===== src/rtl/dtl_arbiter_2to1.sv =====
// Two-master round-robin DTL arbiter onto one slave port.
// Grant is locked from command through the Last data beat.
module dtl_arbiter_2to1 #(
  parameter int INTERFACE_WIDTH       = 32,
  parameter int INTERFACE_ADDR_WIDTH  = 32,
  parameter int INTERFACE_BLOCK_WIDTH = 5,
  parameter int INTERFACE_NUM_ENABLES = INTERFACE_WIDTH / 8
) (
  input  logic                             iClk,
  input  logic                             iReset,
  input  logic                             iDTL_IN0_CommandValid,
  input  logic [INTERFACE_ADDR_WIDTH-1:0]  iDTL_IN0_Address,
  input  logic                             iDTL_IN0_CommandReadWrite,
  input  logic [INTERFACE_BLOCK_WIDTH-1:0] iDTL_IN0_BlockSize,
  output logic                             oDTL_IN0_CommandAccept,
  input  logic                             iDTL_IN0_WriteValid,
  input  logic                             iDTL_IN0_WriteLast,
  input  logic [INTERFACE_NUM_ENABLES-1:0] iDTL_IN0_WriteEnable,
  input  logic [INTERFACE_WIDTH-1:0]       iDTL_IN0_WriteData,
  output logic                             oDTL_IN0_WriteAccept,
  output logic                             oDTL_IN0_ReadValid,
  output logic                             oDTL_IN0_ReadLast,
  output logic [INTERFACE_WIDTH-1:0]       oDTL_IN0_ReadData,
  input  logic                             iDTL_IN0_ReadAccept,
  input  logic                             iDTL_IN1_CommandValid,
  input  logic [INTERFACE_ADDR_WIDTH-1:0]  iDTL_IN1_Address,
  input  logic                             iDTL_IN1_CommandReadWrite,
  input  logic [INTERFACE_BLOCK_WIDTH-1:0] iDTL_IN1_BlockSize,
  output logic                             oDTL_IN1_CommandAccept,
  input  logic                             iDTL_IN1_WriteValid,
  input  logic                             iDTL_IN1_WriteLast,
  input  logic [INTERFACE_NUM_ENABLES-1:0] iDTL_IN1_WriteEnable,
  input  logic [INTERFACE_WIDTH-1:0]       iDTL_IN1_WriteData,
  output logic                             oDTL_IN1_WriteAccept,
  output logic                             oDTL_IN1_ReadValid,
  output logic                             oDTL_IN1_ReadLast,
  output logic [INTERFACE_WIDTH-1:0]       oDTL_IN1_ReadData,
  input  logic                             iDTL_IN1_ReadAccept,
  output logic                             oDTL_OUT_CommandValid,
  output logic [INTERFACE_ADDR_WIDTH-1:0]  oDTL_OUT_Address,
  output logic                             oDTL_OUT_CommandReadWrite,
  output logic [INTERFACE_BLOCK_WIDTH-1:0] oDTL_OUT_BlockSize,
  input  logic                             iDTL_OUT_CommandAccept,
  output logic                             oDTL_OUT_WriteValid,
  output logic                             oDTL_OUT_WriteLast,
  output logic [INTERFACE_NUM_ENABLES-1:0] oDTL_OUT_WriteEnable,
  output logic [INTERFACE_WIDTH-1:0]       oDTL_OUT_WriteData,
  input  logic                             iDTL_OUT_WriteAccept,
  input  logic                             iDTL_OUT_ReadValid,
  input  logic                             iDTL_OUT_ReadLast,
  input  logic [INTERFACE_WIDTH-1:0]       iDTL_OUT_ReadData,
  output logic                             oDTL_OUT_ReadAccept,
  output logic [1:0]                       oGrant,
  output logic                             oBusy
);

  typedef enum logic [1:0] {IDLE, CMD, WRITE, READ} state_t;

  state_t     rState, nState;
  logic [1:0] rGrant, nGrant;
  logic       rPrio, nPrio;
  logic       sel;

  logic                             selCv, selRw;
  logic [INTERFACE_ADDR_WIDTH-1:0]  selAddr;
  logic [INTERFACE_BLOCK_WIDTH-1:0] selBs;
  logic                             selWv, selWl, selRa;
  logic [INTERFACE_NUM_ENABLES-1:0] selWe;
  logic [INTERFACE_WIDTH-1:0]       selWd;

  // Grant is one-hot, so bit 1 alone selects master 1.
  assign sel     = rGrant[1];
  assign selCv   = sel ? iDTL_IN1_CommandValid     : iDTL_IN0_CommandValid;
  assign selRw   = sel ? iDTL_IN1_CommandReadWrite : iDTL_IN0_CommandReadWrite;
  assign selAddr = sel ? iDTL_IN1_Address          : iDTL_IN0_Address;
  assign selBs   = sel ? iDTL_IN1_BlockSize        : iDTL_IN0_BlockSize;
  assign selWv   = sel ? iDTL_IN1_WriteValid       : iDTL_IN0_WriteValid;
  assign selWl   = sel ? iDTL_IN1_WriteLast        : iDTL_IN0_WriteLast;
  assign selWe   = sel ? iDTL_IN1_WriteEnable      : iDTL_IN0_WriteEnable;
  assign selWd   = sel ? iDTL_IN1_WriteData        : iDTL_IN0_WriteData;
  assign selRa   = sel ? iDTL_IN1_ReadAccept       : iDTL_IN0_ReadAccept;

  always_ff @(posedge iClk) begin
    if (iReset) begin
      rState <= IDLE;
      rGrant <= 2'b00;
      rPrio  <= 1'b0;
    end else begin
      rState <= nState;
      rGrant <= nGrant;
      rPrio  <= nPrio;
    end
  end

  always_comb begin
    nState = rState;
    nGrant = rGrant;
    nPrio  = rPrio;
    unique case (rState)
      IDLE: begin
        if (iDTL_IN0_CommandValid && iDTL_IN1_CommandValid) begin
          nGrant = rPrio ? 2'b10 : 2'b01;
          nState = CMD;
        end else if (iDTL_IN0_CommandValid) begin
          nGrant = 2'b01;
          nState = CMD;
        end else if (iDTL_IN1_CommandValid) begin
          nGrant = 2'b10;
          nState = CMD;
        end
      end
      CMD: begin
        // A master withdrawing its command forfeits without moving rPrio.
        if (!selCv) begin
          nState = IDLE;
          nGrant = 2'b00;
        end else if (iDTL_OUT_CommandAccept) begin
          nState = selRw ? READ : WRITE;
        end
      end
      WRITE: begin
        if (selWv && iDTL_OUT_WriteAccept && selWl) begin
          nState = IDLE;
          nGrant = 2'b00;
          nPrio  = ~sel;
        end
      end
      READ: begin
        if (iDTL_OUT_ReadValid && selRa && iDTL_OUT_ReadLast) begin
          nState = IDLE;
          nGrant = 2'b00;
          nPrio  = ~sel;
        end
      end
      default: begin
        nState = IDLE;
        nGrant = 2'b00;
      end
    endcase
  end

  always_comb begin
    oDTL_OUT_CommandValid     = 1'b0;
    oDTL_OUT_Address          = '0;
    oDTL_OUT_CommandReadWrite = 1'b0;
    oDTL_OUT_BlockSize        = '0;
    oDTL_OUT_WriteValid       = 1'b0;
    oDTL_OUT_WriteLast        = 1'b0;
    oDTL_OUT_WriteEnable      = '0;
    oDTL_OUT_WriteData        = '0;
    oDTL_OUT_ReadAccept       = 1'b0;
    oDTL_IN0_CommandAccept    = 1'b0;
    oDTL_IN1_CommandAccept    = 1'b0;
    oDTL_IN0_WriteAccept      = 1'b0;
    oDTL_IN1_WriteAccept      = 1'b0;
    oDTL_IN0_ReadValid        = 1'b0;
    oDTL_IN1_ReadValid        = 1'b0;
    oDTL_IN0_ReadLast         = 1'b0;
    oDTL_IN1_ReadLast         = 1'b0;
    oDTL_IN0_ReadData         = '0;
    oDTL_IN1_ReadData         = '0;
    unique case (rState)
      CMD: begin
        oDTL_OUT_CommandValid     = selCv;
        oDTL_OUT_Address          = selAddr;
        oDTL_OUT_CommandReadWrite = selRw;
        oDTL_OUT_BlockSize        = selBs;
        oDTL_IN0_CommandAccept    = rGrant[0] & iDTL_OUT_CommandAccept;
        oDTL_IN1_CommandAccept    = rGrant[1] & iDTL_OUT_CommandAccept;
      end
      WRITE: begin
        oDTL_OUT_WriteValid  = selWv;
        oDTL_OUT_WriteLast   = selWl;
        oDTL_OUT_WriteEnable = selWe;
        oDTL_OUT_WriteData   = selWd;
        oDTL_IN0_WriteAccept = rGrant[0] & iDTL_OUT_WriteAccept;
        oDTL_IN1_WriteAccept = rGrant[1] & iDTL_OUT_WriteAccept;
      end
      READ: begin
        oDTL_OUT_ReadAccept = selRa;
        oDTL_IN0_ReadValid  = rGrant[0] & iDTL_OUT_ReadValid;
        oDTL_IN1_ReadValid  = rGrant[1] & iDTL_OUT_ReadValid;
        oDTL_IN0_ReadLast   = rGrant[0] & iDTL_OUT_ReadLast;
        oDTL_IN1_ReadLast   = rGrant[1] & iDTL_OUT_ReadLast;
        oDTL_IN0_ReadData   = rGrant[0] ? iDTL_OUT_ReadData : '0;
        oDTL_IN1_ReadData   = rGrant[1] ? iDTL_OUT_ReadData : '0;
      end
      default: begin
      end
    endcase
  end

  assign oGrant = rGrant;
  assign oBusy  = (rState != IDLE);

endmodule


===== config.mk =====
export PLATFORM = sky130hd
export DESIGN_NAME = dtl_arbiter_2to1
export DESIGN_NICKNAME = d
export VERILOG_FILES = /design/src/rtl/dtl_arbiter_2to1.sv
export SDC_FILE = /design/constraint.sdc
export NUM_CORES = 1
export LEC_CHECK = 0
export CORE_AREA = 2 2 136 138
export DETAILED_ROUTE_END_ITERATION = 12
export DIE_AREA = 0 0 138 140
export HOLD_SLACK_MARGIN = 0.03
export SLEW_MARGIN = 10
export SYNTH_ARGS = -nofsm -noshare
export SYNTH_HDL_FRONTEND = slang
export SYNTH_SLANG_ARGS = --single-unit

===== constraint.sdc =====
create_clock -name iClk -period 1.4 [get_ports iClk]
set_input_delay 0.35 -clock iClk [delete_from_list [all_inputs] [get_ports iClk]]
set_output_delay 0.35 -clock iClk [all_outputs]
set_load 0.02 [all_outputs]

### After elaboration in Yosys (flattened, before gate mapping)

Index checks and enable logic that the tools add are counted.

* register bits after elaboration: 5
* bits in latches: 0
* RAM bits: 0
* ROM bits: 0
* bits of input ports: 194
* output and inout bits: 153
* word-level logic and storage cells: 79
* memories kept: 0

* $add $sub $neg: 0
* $mul: 0
* divide/modulo/power cells: 0
* $lt $le $gt $ge: 0
* equality and inequality tests: 8
* shifts and indexed selects: 0
* multiplexer cells: 48
* bitwise logic cells: 9
* reductions and logical operators: 11

Operator list (count)
* $mux 32: 8
* $mux 2: 12
* $mux 1: 21
* $pmux 2 s4: 2
* $mux 5: 2
* $and 1x1->1: 8
* $mux 4: 2
* $reduce_and 4->1: 2
* $ne 2x2->1 const B: 3
* $logic_and 1x1->1: 5
* $eq 2x2->1 const B: 2
* $ne 4x4->1 const B: 1
* $reduce_bool 2->1: 2
* $ne 3x3->1 const B: 1
* $reduce_and 3->1: 1
* $eq 2x1->1 const B: 1
* $logic_not 2->1: 1
* $pmux 1 s2: 1
* $not 1->1: 1

### Longest topological paths before layout

Gate-level depths: netlist of the first run.

* depth in word-level cells: 5
* gate-level depth with buffers: 6
* depth with buffers taken out: 4

### Least setup slack after synthesis of the first run

Ideal clock, no wire load.

* path kind: flip-flop to output port
* from: register rGrant[1], in the netlist oGrant[1]
* to: output oDTL_OUT_Address[0]
* data arrival time: 1354 ps
* data required time: 1050 ps
* slack: -304 ps
* cell stages (with the launch flop): 6
* path buffers: 3
* path through: dfxtp_1 > buf_6 > buf_2 > buf_4 > mux2i_1 > nor2_1

* cells in the longest elaborated chain, start to end: 2

RTL lines
* from (decl): RTL line 60 `logic [1:0] rGrant, nGrant;`
* from (signal assigned): RTL line 90 `rGrant <= nGrant;`
* $mux 32: RTL line 75 `assign selAddr = sel ? iDTL_IN1_Address : iDTL_IN0_Address;`
* $mux 32: RTL line 162 `unique case (rState)`
* to (decl): RTL line 40 `output logic [INTERFACE_ADDR_WIDTH-1:0] oDTL_OUT_Address,`

No other way between the ends.

### Final worst setup path of the first run

* from: register rGrant[1], in the netlist oGrant[1]
* to: output oDTL_OUT_WriteData[27]

* cells in the longest elaborated chain, start to end: 2

RTL lines
* $mux 32: RTL line 80 `assign selWd = sel ? iDTL_IN1_WriteData : iDTL_IN0_WriteData;`
* $mux 32: RTL line 162
* to (decl): RTL line 47 `output logic [INTERFACE_WIDTH-1:0] oDTL_OUT_WriteData,`

No other way between the ends.

==> out/qor.yml, run 1 <==
synthesis:
  synth_cell_type_count: 33
  syn_area_per_cell_um2: 6.765
  postSynthCellCount: 305
  ys.flop_type: "dfxtp_1"
  synth_edf_count: 0
  synth_fp_nets: 499
  ys_seq_area_share_pct: 4.851
  synth-async-reset-ratio_pct: 0
  ys_ff_latch: 5
  ys_warn_count: 0
  netlist_area_um2: 2063
layout:
  nFillCells: 1694
  areaGrowthSynthToFinish_pct: 291.4
  final_nets: 908
  final_cell_mix: "193 x clkdlybuf4s50_1, 137 x buf_6, 52 x and2_4"
  fin_area_um2: 8075
  drive_gt1_share_pct: 60.59
  n_antenna_cell: 0
  fin_util_pct: 45.42
  final_common_cell: "clkdlybuf4s50_1"
  stdcell_count: 942
cts:
  cts_tree: "done"
  cts_made_buffers: 3
  cts.clk_slew.worst_paths_ns: 0.03
  clk_latency_ns: 0.23
  cts_root_buf: "clkbuf_16"
  cts_hold_repair.buffers: 0
  clockBufferDepth: 2
  htreeDepth: 1
  cts.sinks: 5
critical_path:
  critPathMaxFanout: 12
  timing.rr.start: "oGrant[1]$_SDFFE_PP0P_"
  cp-end-kind: "output pin"
  cp.required_ns: 1.05
  critPathArrivalTime_ns: 1.41
  r2r_slack_ns: -0.32
  r2r-end: "rPrio$_SDFFE_PP0P_"
  endpoint: "oDTL_OUT_WriteData[27]"
  crit_start: "oGrant[1]$_SDFFE_PP0P_"
  path_class: "flip-flop to output pin"
  critPathLaunchType: "flip-flop"
  r2r_cells: 7
sta:
  timing.hold.ws_ns: 0.6449
  timing.final.max_slew_violations: 0
  finalSetupViolations: 157
  finalCritPeriodShare_pct: 125.8
  period_needed_ns: 1.761
  timing.fmax_mhz: 567.9
  fin_ws_ns: -0.3610
  hold_viol_final: 0
  grt_setup_unrepaired: "yes"
  relSlewSlack_pct: 71.76
  setup-tns-final_ns: -44.22
  skew_ns: 0.001236
  tightest_slew_ns: 0.4225
pwr:
  pwr-share-clk_pct: 13.6
  combPwrFrac_pct: 81.4
  p_int_w: 0.002238
  seqPwrFrac_pct: 5.0
  p_leak_nw: 3.241
  switching_share_pct: 36.65
  powerDensity_nw_per_um2: 437.4
  p_switching_w: 0.001294
  peakVddDrop_mv: 0.3025
status:
  outcome: "finished with violations"
  violations: "negative setup slack"
floorplanning:
  row_count: 49
  dieHeight_um: 140
  ios: 347
  die_w_um: 138
  start_util_pct: 11.60
  core_um2: 17780
  die-area_um2: 19320
drt:
  vias_per_cell: 3.997
  first_pass_iters: 4
  dr.first_iter.drc_count: 68
  ant_nets: 0
  vias: 3765
  routedWlPerCell_um: 15.85
  wl_um: 14930
  drcViolationCount: 0
global_routing:
  grt.total_usage_pct: 13.62
  antenna_found_initial: 0
  grt-ovfl-total: 0
  grt_pass1_vias: 3772
  grt_pass1_wl_um: 21050
  grt_max_degree: 22
worst_hold_path:
  hold_path.class: "flip-flop to flip-flop"
placed_design:
  place.gp.congestion: 0.7281
  dpl.hpwl_um: 10760
  io_buffer_count: 346
  placed_cells: 901
  place_area_um2: 6396
flow_run:
  maxCapViolCount: 0
-- kinds of logic after synthesis --
group,count (synthesis),share of synthesized area (%)
AOI/OAI and AO/OA,15,5.458
buffers and inverters,29,8.004
DFF,5,4.852
muxes,80,39.30
and+or+nand+nor,176,42.39
-- worst min path at each step --
stage / start / to / cells after the start
4_1_cts: oGrant[0]$_SDFFE_PP0P_ / oGrant[0]$_SDFFE_PP0P_ / 2
3_3_place_gp: oGrant[0]$_SDFFE_PP0P_ / oGrant[0]$_SDFFE_PP0P_ / 2
2_1_floorplan: iReset / oGrant[1]$_SDFFE_PP0P_ / 1
3_5_place_dp: oGrant[0]$_SDFFE_PP0P_ / oGrant[0]$_SDFFE_PP0P_ / 2
5_1_grt: oGrant[0]$_SDFFE_PP0P_ / oGrant[0]$_SDFFE_PP0P_ / 2
6_report: oGrant[0]$_SDFFE_PP0P_ / oGrant[0]$_SDFFE_PP0P_ / 2
-- Yosys cell counts (2+ instances only) --
master | n | area [um2]
mux2i_1 | 77 | 770.7
nor2b_1 | 3 | 18.77
or2_1 | 2 | 12.51
nor2_1 | 83 | 311.6
nand2b_1 | 2 | 12.51
and2_1 | 68 | 425.4
buf_2 | 12 | 60.06
buf_4 | 9 | 67.56
dfxtp_1 | 5 | 100.1
inv_1 | 2 | 7.510
nand3_1 | 4 | 20.02
nor3_1 | 2 | 10.01
and3_1 | 6 | 37.54
clkbuf_1 | 3 | 11.26
o21ai_0 | 5 | 25.02
nand2_1 | 5 | 18.77
-- state kept, by name, summed over array words and instances (netlist names) --
register and cells:
rState 2, oGrant 2, rPrio 1
-- power by group through the flow --
stage	registers [W]	logic (W)	clock network [W]
floorplan	0.000173	0.000864	0
global placement	0.000176	0.00205	0
detailed placement	0.000176	0.00205	0
CTS	0.000177	0.00237	0.000487
global route	0.000180	0.00303	0.000492
finish	0.000177	0.00287	0.000480
-- stage by stage --
| stage | total power (W) | setup slack [ns] |
|---|---|---|
| after global routing | 0.003699 | -0.4011 |
| after floorplan | 0.001036 | -0.1683 |
| after global placement | 0.002225 | -0.6782 |
| after detailed placement | 0.002225 | -0.6733 |
| final | 0.003532 | -0.3610 |
| after CTS | 0.003033 | -0.3765 |
-- area by class of cell --
| type | count | area [um2] | share of cell area (%) |
|---|---|---|---|
| clock buffers | 4 | 78.83 | 0.9761 |
| inverters | 3 | 13.76 | 0.1704 |
| multi-input cells | 271 | 2858 | 35.39 |
| flip-flops and latches | 5 | 111.4 | 1.379 |
| well taps | 229 | 286.5 | 3.548 |
| repair buffers | 430 | 4727 | 58.54 |
-- timing repair --
| item | CTS | global route |
|---|---|---|
| endpoints found under the setup margin | 158 | 157 |
| buffers inserted | 16 | 9 |
| pin swaps | 22 | 37 |
| resized for setup | 867 | 245 |
| cloned | 10 | 8 |
-- worst max-delay path, stage by stage (launching register included) --
cell     delay [ns]
dfxtp_4        0.41
buf_12         0.16
buf_12         0.16
mux2i_2        0.23
nor2_1         0.06
buf_2          0.16
-- routing by layer --
layer  GRT usage, %  vias to the layer above  part of all wire (%)
li1               -                     1843                     -
met1          15.39                     1712                    37
met2          27.02                      198                    56
met3          2.120                       12                   5.9
met4          2.363                        0                   1.3
met5              0                        -                     0
(Power assumes the default switching activity.)
==> run 2: changes to the inputs <==
- SETUP_SLACK_MARGIN: not set -> 0.3
==> run 2 against run 1 <==
The flow still finishes with violations (negative setup slack). Clock skew increased by 0.0013 ns. First-iteration DRC count shrank 8.8%. Clock power decreased by 1%. Fmax down 3.0%. Core utilization fell by 3.5 points. Non-clock buffer count increased by 10. Design area is 7.8% lower. Via count fell by 0.64%. Global-route usage rose by 0.53 points. Die area did not move. Critical path type unchanged.
==> out/qor.yml, run 2 (synthesis gave the netlist of run 1 again) <==
global_routing:
  grt.total_usage_pct: 14.15  # was 13.62%
  grt_pass1_wl_um: 21770  # was 21050 um
  antenna_found_initial: 0  # unchanged
  grt_max_degree: 39  # was 22
  grt_pass1_vias: 3764  # was 3772
  grt-ovfl-total: 0  # unchanged
sta:
  grt_setup_unrepaired: "yes"  # unchanged
  relSlewSlack_pct: 75.18  # was 71.76%
  fin_ws_ns: -0.4157  # was -0.3610 ns
  skew_ns: 0.002537  # was 0.001236 ns
  hold_viol_final: 0  # unchanged
  finalSetupViolations: 157  # unchanged
  period_needed_ns: 1.816  # was 1.761 ns
  setup-tns-final_ns: -49.70  # was -44.22 ns
  tightest_slew_ns: 0.3620  # was 0.4225 ns
  timing.final.max_slew_violations: 0  # unchanged
  finalCritPeriodShare_pct: 129.7  # was 125.8%
  timing.fmax_mhz: 550.8  # was 567.9 MHz
placed_design:
  place_area_um2: 6523  # was 6396 um2
  place_ws_ns: -0.7121  # was -0.6733 ns
  placed_cells: 906  # was 901
  dpl.hpwl_um: 11670  # was 10760 um
  io_buffer_count: 346  # unchanged
  place.gp.congestion: 0.7488  # was 0.7281
layout:
  final_common_cell: "clkdlybuf4s50_1"  # unchanged
  final_nets: 918  # was 908
  drive_gt1_share_pct: 57.68  # was 60.59%
  seq_area_um2: 112.6  # was 111.4 um2
  final_cell_mix: "193 x clkdlybuf4s50_1, 86 x buf_6, 61 x buf_4"  # was 193 x clkdlybuf4s50_1, 137 x buf_6, 52 x and2_4
  n_antenna_cell: 0  # unchanged
  nFillCells: 1743  # was 1694
  multiInputGateArea_um2: 2357  # was 2858 um2
  stdcell_count: 952  # was 942
  areaGrowthSynthToFinish_pct: 260.9  # was 291.4%
  fin_area_um2: 7446  # was 8075 um2
drt:
  dr.first_iter.drc_count: 62  # was 68
  drcViolationCount: 0  # unchanged
  first_pass_iters: 4  # unchanged
  routedWlPerCell_um: 15.56  # was 15.85 um
  ant_nets: 0  # unchanged
  vias_per_cell: 3.930  # was 3.997
  vias: 3741  # was 3765
  wl_um: 14810  # was 14930 um
critical_path:
  cpLargestDelayFamily: "buffers and inverters"  # unchanged
  path_class: "flip-flop to output pin"  # unchanged
  critPathMaxFanout: 10  # was 12
  r2r_slack_ns: -0.30  # was -0.32 ns
  r2r_cells: 7  # unchanged
  crit_path_cell_trace: "buf_12, buf_4, mux2i_4, buf_6, nor2_2, buf_6"  # was buf_12, buf_12, mux2i_2, nor2_1, buf_2
  worst_path_most_repeated_cell: "buf_6"  # was buf_12
  cp.depth: 6  # was 5
  slowest_stage: "dfxtp_4"  # unchanged
  critPathBufInv: 4  # was 3
  cp-end-kind: "output pin"  # unchanged
  cp.required_ns: 1.05  # about the same
  critPathLaunchType: "flip-flop"  # unchanged
  r2r-end: "rPrio$_SDFFE_PP0P_"  # unchanged
  critPathArrivalTime_ns: 1.47  # was 1.41 ns
  timing.rr.start: "oGrant[1]$_SDFFE_PP0P_"  # unchanged
  cp_slowest_stage_delay_ns: 0.39  # was 0.41 ns
pwr:
  seqPwrFrac_pct: 5.6  # was 5.0%
  p_int_w: 0.002044  # was 0.002238 W
  combPwrFrac_pct: 79.5  # was 81.4%
  switching_share_pct: 35.79  # was 36.65%
  total_power_w: 0.003183  # was 0.003532 W
  p_leak_nw: 3.081  # was 3.241 nW
  p_switching_w: 0.001139  # was 0.001294 W
  peakVddDrop_mv: 0.2584  # was 0.3025 mV
  pwr-share-clk_pct: 14.9  # was 13.6%
  powerDensity_nw_per_um2: 427.4  # was 437.4 nW/um2
floorplanning:
  die-area_um2: 19320  # unchanged
  ios: 347  # unchanged
  dieHeight_um: 140  # unchanged
  core_um2: 17780  # unchanged
  start_util_pct: 11.60  # unchanged
  die_w_um: 138  # unchanged
  row_count: 49  # unchanged
cts:
  clk_latency_ns: 0.23  # about the same
  cts_hold_repair.buffers: 0  # unchanged
  cts.sinks: 5  # unchanged
  cts_root_buf: "clkbuf_16"  # unchanged
  cts.clk_slew.worst_paths_ns: 0.03  # about the same
  cts_made_buffers: 3  # unchanged
  htreeDepth: 1  # unchanged
  clockBufferDepth: 2  # unchanged
  cts_tree: "done"  # unchanged
worst_hold_path:
  worstHoldStart: "rState[1]$_SDFFE_PP0P_"  # was oGrant[0]$_SDFFE_PP0P_
  holdPathStages: 2  # unchanged
  hold_path.class: "flip-flop to flip-flop"  # unchanged
  hold_end: "oGrant[1]$_SDFFE_PP0P_"  # was oGrant[0]$_SDFFE_PP0P_
status:
  outcome: "finished with violations"  # unchanged
  violations: "negative setup slack"  # unchanged
flow_run:
  maxCapViolCount: 0  # unchanged
==> run 2: cell types whose count changed in the layout (fill, tap and decap cells not counted), moves of 4 or more <==
cell / previous run / this run
buf_6: 137 / 86
nor2_1: 26 / 36
mux2i_4: 37 / 12
mux2i_2: 12 / 22
buf_2: 12 / 32
nor2_2: 20 / 40
nor2_4: 37 / 7
clkbuf_16: 10 / 4
buf_8: 5 / 1
mux2i_1: 29 / 44
buf_4: 49 / 61
and2_4: 52 / 34
and2_2: 13 / 34
clkdlybuf4s15_2: 0 / 38
==> run 2: stage by stage <==
step	utilization [%]	hold WS [ns]
6_report	41.88	0.5973
4_1_cts	40.36	0.6034
5_1_grt	41.88	0.6210
2_1_floorplan	-	0.4054
3_3_place_gp	36.69	0.6074
3_5_place_dp	36.69	0.6145
==> run 2: power by group through the flow <==
stage               combinational (W)  clock (W)  sequential [W]
floorplan                    0.000888          0        0.000177
global placement              0.00209          0        0.000178
detailed placement            0.00210          0        0.000178
CTS                           0.00237   0.000479        0.000179
global route                  0.00268   0.000490        0.000182
finish                        0.00253   0.000474        0.000179
==> run 2: tightest hold or removal path, cell delays in order, from the launching register on <==
cell	delay, ns
dfxtp_4	0.38
buf_4	0.13
a211oi_2	0.06
==> run 2: routing by layer <==
layer / track usage, % / vias up / share of wire (%)
li1: - / 1853 / -
met5: 0 / - / 0
met2: 28.30 / 206 / 55
met3: 3.248 / 5 / 7.5
met4: 2.470 / 0 / 0.65
met1: 15.17 / 1677 / 37
==> run 2: worst max-delay path by stage <==
| stage | from | endpoint | slack, ns |
|---|---|---|---|
| after global routing | oGrant[1]$_SDFFE_PP0P_ | oDTL_OUT_CommandValid | -0.45 |
| after CTS | oGrant[1]$_SDFFE_PP0P_ | oDTL_OUT_CommandValid | -0.43 |
| after global placement | iDTL_IN1_Address[8] | oDTL_OUT_Address[8] | -0.71 |
| after detailed placement | iDTL_IN1_Address[8] | oDTL_OUT_Address[8] | -0.71 |
| final | oGrant[1]$_SDFFE_PP0P_ | oDTL_OUT_Address[8] | -0.42 |
| after floorplan | oGrant[1]$_SDFFE_PP0P_ | oDTL_OUT_WriteData[21] | -0.17 |
==> run 2: area by class of cell <==
class	instances	area share (%)
clock buffers	4	1.059
inverters	3	0.1512
multi-input cells	271	31.66
flip-flops and latches	5	1.512
well taps	229	3.848
repair buffers	440	61.77
==> run 2: what timing repair did <==
| action | in CTS | in global routing |
|---|---|---|
| cloned | 7 | 1 |
| pin swaps | 3 | 7 |
| setup endpoints to repair | 158 | 158 |
| setup buffers | 26 | 8 |
| resized for setup | 674 | 111 |
==> variant 1, RTL diff (settings of run 1) <==
Set the parameter `INTERFACE_ADDR_WIDTH` to 48 (it was 32).
--- a/src/rtl/dtl_arbiter_2to1.sv
+++ b/src/rtl/dtl_arbiter_2to1.sv
@@ -2,7 +2,7 @@
 // Grant is locked from command through the Last data beat.
 module dtl_arbiter_2to1 #(
   parameter int INTERFACE_WIDTH       = 32,
-  parameter int INTERFACE_ADDR_WIDTH  = 32,
+  parameter int INTERFACE_ADDR_WIDTH  = 48,
   parameter int INTERFACE_BLOCK_WIDTH = 5,
   parameter int INTERFACE_NUM_ENABLES = INTERFACE_WIDTH / 8
 ) (
Ports: changed (resized iDTL_IN0_Address, iDTL_IN1_Address and oDTL_OUT_Address); port bits go from 347 to 395. No check against the original RTL was run, so the function may have changed too.
==> variant 1 against run 1 <==
The flow still finishes with violations (setup timing). Global-route usage grew 3.2 points. Sequential cell count is the same. Design area grew 17%. Utilization grew 7.6 points. Total power grew 18%. Sequential power grew 2%. Register-to-register slack lost 90 ps. Critical path depth grew 1. Worst setup slack lost 87 ps. Synthesized area grew 13%. Wire length grew 27%. First-iteration DRC count grew 68%.
==> variant 1: results (changes against run 1) <==
[cells_and_area]
multi_input_area_share=0.344  ; -0.00977
clk_share=0.00836  ; -0.00140
n_fill_cell=1510  ; -11%
syn_to_final_growth_pct=306
buf_share=0.604  ; +0.0184
seq_share=0.0122  ; -0.00159
layout.cells.non_filler=1062  ; +13%
clockBufferCount=4  ; unchanged
multi_input_gates=308  ; +14%
buffers_excl_clock=513  ; +19%
drive_gt1_frac=0.660  ; +0.0544

[timing]
setup_tns_ps=-57960  ; -13740 ps
fin_skew_ps=0.925  ; -0.310 ps
setup_ws_ps=-448  ; -87.0 ps
setup_violations=173  ; +10%
whs_ps=660  ; +14.9 ps
tightest_slew_ps=413  ; -9.65 ps

[placement]
dp_cells=975  ; +8.2%
placed_cell_area_um2=7230  ; +13%
routabilityCongestion=0.854  ; +17%
place_ws_ps=-641  ; +32.8 ps
dpl.hpwl_um=12800  ; +19%
io_buffers=394  ; +14%

[synth]
synth.area.top_cells=mux2i_1, and2_1, nor2_1
synth.distinct_cells=34  ; +3.0%
avgSynthCellArea_um2=6.81  ; +0.72%
synthMuxAreaShare=0.418  ; +0.0249
synth_compound_area_frac=0.0485  ; -0.00611
synthTopCellsByCount=nor2_1, mux2i_1, and2_1
synthesis.nets=567  ; +14%
syn-cell-area_um2=2320  ; +13%
synth-seq-area-share=0.0431  ; -0.00543

[pwr]
peakVddDrop_mv=0.334  ; +10%
p_leak_nw=3.78  ; +17%

[outcome]
violations=setup timing
status=finished, violations left

[global_routing]
grt_usage=0.168  ; +0.0317
grt_first_pass_wirelength_um=26200  ; +24%
grt_pass1_vias=4628  ; +23%
grt_max_degree=29  ; +32%

[setup_path]
slowest_delay_ps=360  ; -50 ps
r2r_slack_ps=-410  ; -90 ps
path_max_fanout=8  ; -4
critPathArrivalTime_ps=1500  ; +90 ps

[drt]
drt_iter0_markers=114  ; +68%
wire_per_inst_um=17.9  ; +13%
vias=4485  ; +19%

[clock_tree]
cts-buffers-inserted=3  ; unchanged
clk_latency_ps=230  ; about the same

==> variant 1: changes by cell type after synthesis, moves of 2 or more <==
cell	before	now
nor2_1	83	99
mux2i_1	77	93
o21ai_1	0	3
o21ai_0	5	2
buf_6	1	5
clkbuf_1	3	5
==> variant 1: kinds of logic (layout without fill, tap and decap cells) <==
family	Yosys count	count (layout)
buffers and inverters	33	520
flip-flops	5	5
multiplexers	96	96
AO/OA/AOI/OAI	15	15
AND/OR/NAND/NOR	192	197
==> variant 1: power by group <==
part           switching, W  internal [W]  leakage (nW)
Combinational       0.00144       0.00208          3.70
Clock              0.000105      0.000378        0.0382
Sequential        0.0000239      0.000157        0.0437
==> variant 1: repair_timing <==
item / in CTS / in global routing
pin swaps: 28 / 53
endpoints found under the setup margin: 174 / 174
buffers inserted: 37 / 33
gates resized for setup: 944 / 287
gates cloned: 14 / 7
==> variant 1: worst paths after layout <==
kind / to / startpoint / cells past startpoint
max reg2reg: rPrio$_SDFFE_PP0P_ / oGrant[1]$_SDFFE_PP0P_ / 8
min: rPrio$_SDFFE_PP0P_ / rPrio$_SDFFE_PP0P_ / 2
max: oDTL_IN1_ReadData[4] / oGrant[1]$_SDFFE_PP0P_ / 6
min reg2reg: rPrio$_SDFFE_PP0P_ / rPrio$_SDFFE_PP0P_ / 2
==> variant 1: layer usage <==
layer	GRT usage	share of wire
met1	0.190	0.38
met2	0.320	0.53
met3	0.0362	0.061
met4	0.0387	0.024
met5	0	0
==> variant 1: worst reg2reg max path: stages, from the launching register on <==
cell and delay, ps:
dfxtp_4 360, buf_8 120, buf_12 110, buf_16 140, mux2i_4 270, buf_6 140, nor2_1 50, o21ai_2 190
mux2_4 310
==> variant 2, RTL diff (flow settings as in run 1) <==
Made on the original files. Re-encode `state_t` (4 states) as one-hot, 4 bits wide.
--- a/src/rtl/dtl_arbiter_2to1.sv
+++ b/src/rtl/dtl_arbiter_2to1.sv
@@ -54,7 +54,7 @@
   output logic                             oBusy
 );
 
-  typedef enum logic [1:0] {IDLE, CMD, WRITE, READ} state_t;
+  typedef enum logic [3:0] {IDLE = 4'b0001, CMD = 4'b0010, WRITE = 4'b0100, READ = 4'b1000} state_t;
 
   state_t     rState, nState;
   logic [1:0] rGrant, nGrant;
Formal check against the unedited RTL: no difference found for any inputs over 10 cycles, from zero or initial values and one cycle with iReset high; not proved beyond that.
==> variant 2 against run 1 <==
The flow still finishes with violations (setup timing). Via count up 7.0%. Sequential share of layout area grew 0.46 points. Total power shrank 19%. Worst setup slack got worse by 280 ps. Global-route usage rose by 3.8 points. Design area grew 6.4%. Sequential cell count up 2. Wire length increased by 19%. Synthesized area up 1.3%. Critical path type unchanged.
==> variant 2: results (changes against run 1) <==
[outcome]
status=finished, violations left
violations=setup timing

[cells_and_area]
antenna-diode-count=0  ; unchanged
top_register=rState
n_fill_cell=1590  ; -6.1%
layout.nets=911  ; +0.33%
largest_reg_flops=4
drive_gt1_frac=0.647  ; +0.0408

[setup_path]
worst_path_max_delay_cell=or4b_4
slowest_delay_ps=600  ; +190 ps
critPathArrivalTime_ps=1700  ; +290 ps
path_max_fanout=5  ; -7
crit_family=simple AND/OR/NAND/NOR gates

[drt]
first_pass_iters=4  ; unchanged
drt_iter0_markers=84  ; +24%
routed_wl_um=17800  ; +19%
drt-vias-per-instance=4.26  ; +6.6%

[synth]
synth-seq-area-share=0.0670  ; +0.0185
synthesis.nets=494  ; -1.0%
ys_warn_count=0  ; unchanged
synthFlopType=dfxtp_1
synth.distinct_cells=34  ; +3.0%
async_reset_ff_frac=0  ; unchanged
synthTopCellsByCount=mux2i_1, nor2_1, and3_1
synth.area.top_cells=mux2i_1, and3_1, nor2_1

[timing]
tightest_slew_ps=354  ; -68.8 ps
fin_skew_ps=2.40  ; +1.17 ps
setup_violations=158  ; +0.64%
setup_ws_ps=-645  ; -284 ps

[placement]
routabilityCongestion=0.875  ; +20%
io_buffers=346  ; unchanged
dpl.hpwl_um=12500  ; +17%
placed_cell_area_um2=7180  ; +12%

[hold_path]
hold_class=reg -> reg

[clock_tree]
root_buffer=clkbuf_16
clk_latency_ps=230  ; about the same
clock_path_buffers=2  ; unchanged
clk_pin_slew_ps=40
cts-buffers-inserted=3  ; unchanged
htree_levels=1  ; unchanged

[pwr]
peakVddDrop_mv=0.345  ; +14%
p_leak_nw=3.39  ; +4.7%

[global_routing]
antenna_found_initial=0  ; unchanged
grt_usage=0.174  ; +0.0376
grt_first_pass_wirelength_um=26600  ; +26%
grt_max_degree=20  ; -9.1%
grt_pass1_vias=4556  ; +21%

==> variant 2: routing by layer <==
layer	share of wire	track usage	routed length (um)
met1	0.36	0.187	6330
met2	0.55	0.343	9810
met3	0.075	0.0424	1340
met4	0.018	0.0344	326
met5	0	0	0
==> variant 2: final timing paths <==
path | from | to | slack, ps | depth (start not counted)
max | rState[0]$_SDFFE_PP1P_ | oDTL_OUT_CommandReadWrite | -650 | 5
min reg2reg | rPrio$_SDFFE_PP0P_ | rPrio$_SDFFE_PP0P_ | 540 | 1
min | rPrio$_SDFFE_PP0P_ | rPrio$_SDFFE_PP0P_ | 540 | 1
max reg2reg | rState[0]$_SDFFE_PP1P_ | oGrant[1]$_SDFFE_PP0P_ | -490 | 8
==> variant 2: cell families after synthesis <==
family	Yosys count	share of synthesized area
compound gates	10	0.0311
flops	7	0.0670
mux	79	0.379
buf+inv	34	0.0850
simple gates	170	0.438
==> variant 2: what timing repair did <==
item,CTS,global route
gates cloned,23,0
resized for setup,940,39
setup buffers,22,4
pin swaps,33,23
endpoints found under the setup margin,160,159
==> variant 2: report_power, final <==
part | total (W) | internal (W) | switching, W | leakage [nW]
logic | 0.00211 | 0.00124 | 0.000872 | 3.30
registers | 0.000241 | 0.000216 | 0.0000256 | 0.0604
clock network | 0.000489 | 0.000379 | 0.000109 | 0.0382
==> variant 2: layout make-up <==
class / instances / area, um2 / share of cell area
well taps: 229 / 287 / 0.0334
repair buffers: 443 / 5080 / 0.591
flip-flops and latches: 7 / 158 / 0.0184
inverters: 3 / 13.8 / 0.00160
multi-input cells: 259 / 2970 / 0.346
clock buffers: 4 / 78.8 / 0.00918
==> variant 2: stage by stage <==
step | hold slack (ps) | setup TNS [ps] | instances | setup WS [ps]
6_report | 537 | -91700 | 945 | -645
5_1_grt | 550 | -99760 | 945 | -699
4_1_cts | 529 | -95830 | 945 | -669
3_5_place_dp | 521 | -121120 | 896 | -840
3_3_place_gp | 501 | -120190 | 896 | -844
2_1_floorplan | 412 | -35790 | 300 | -300
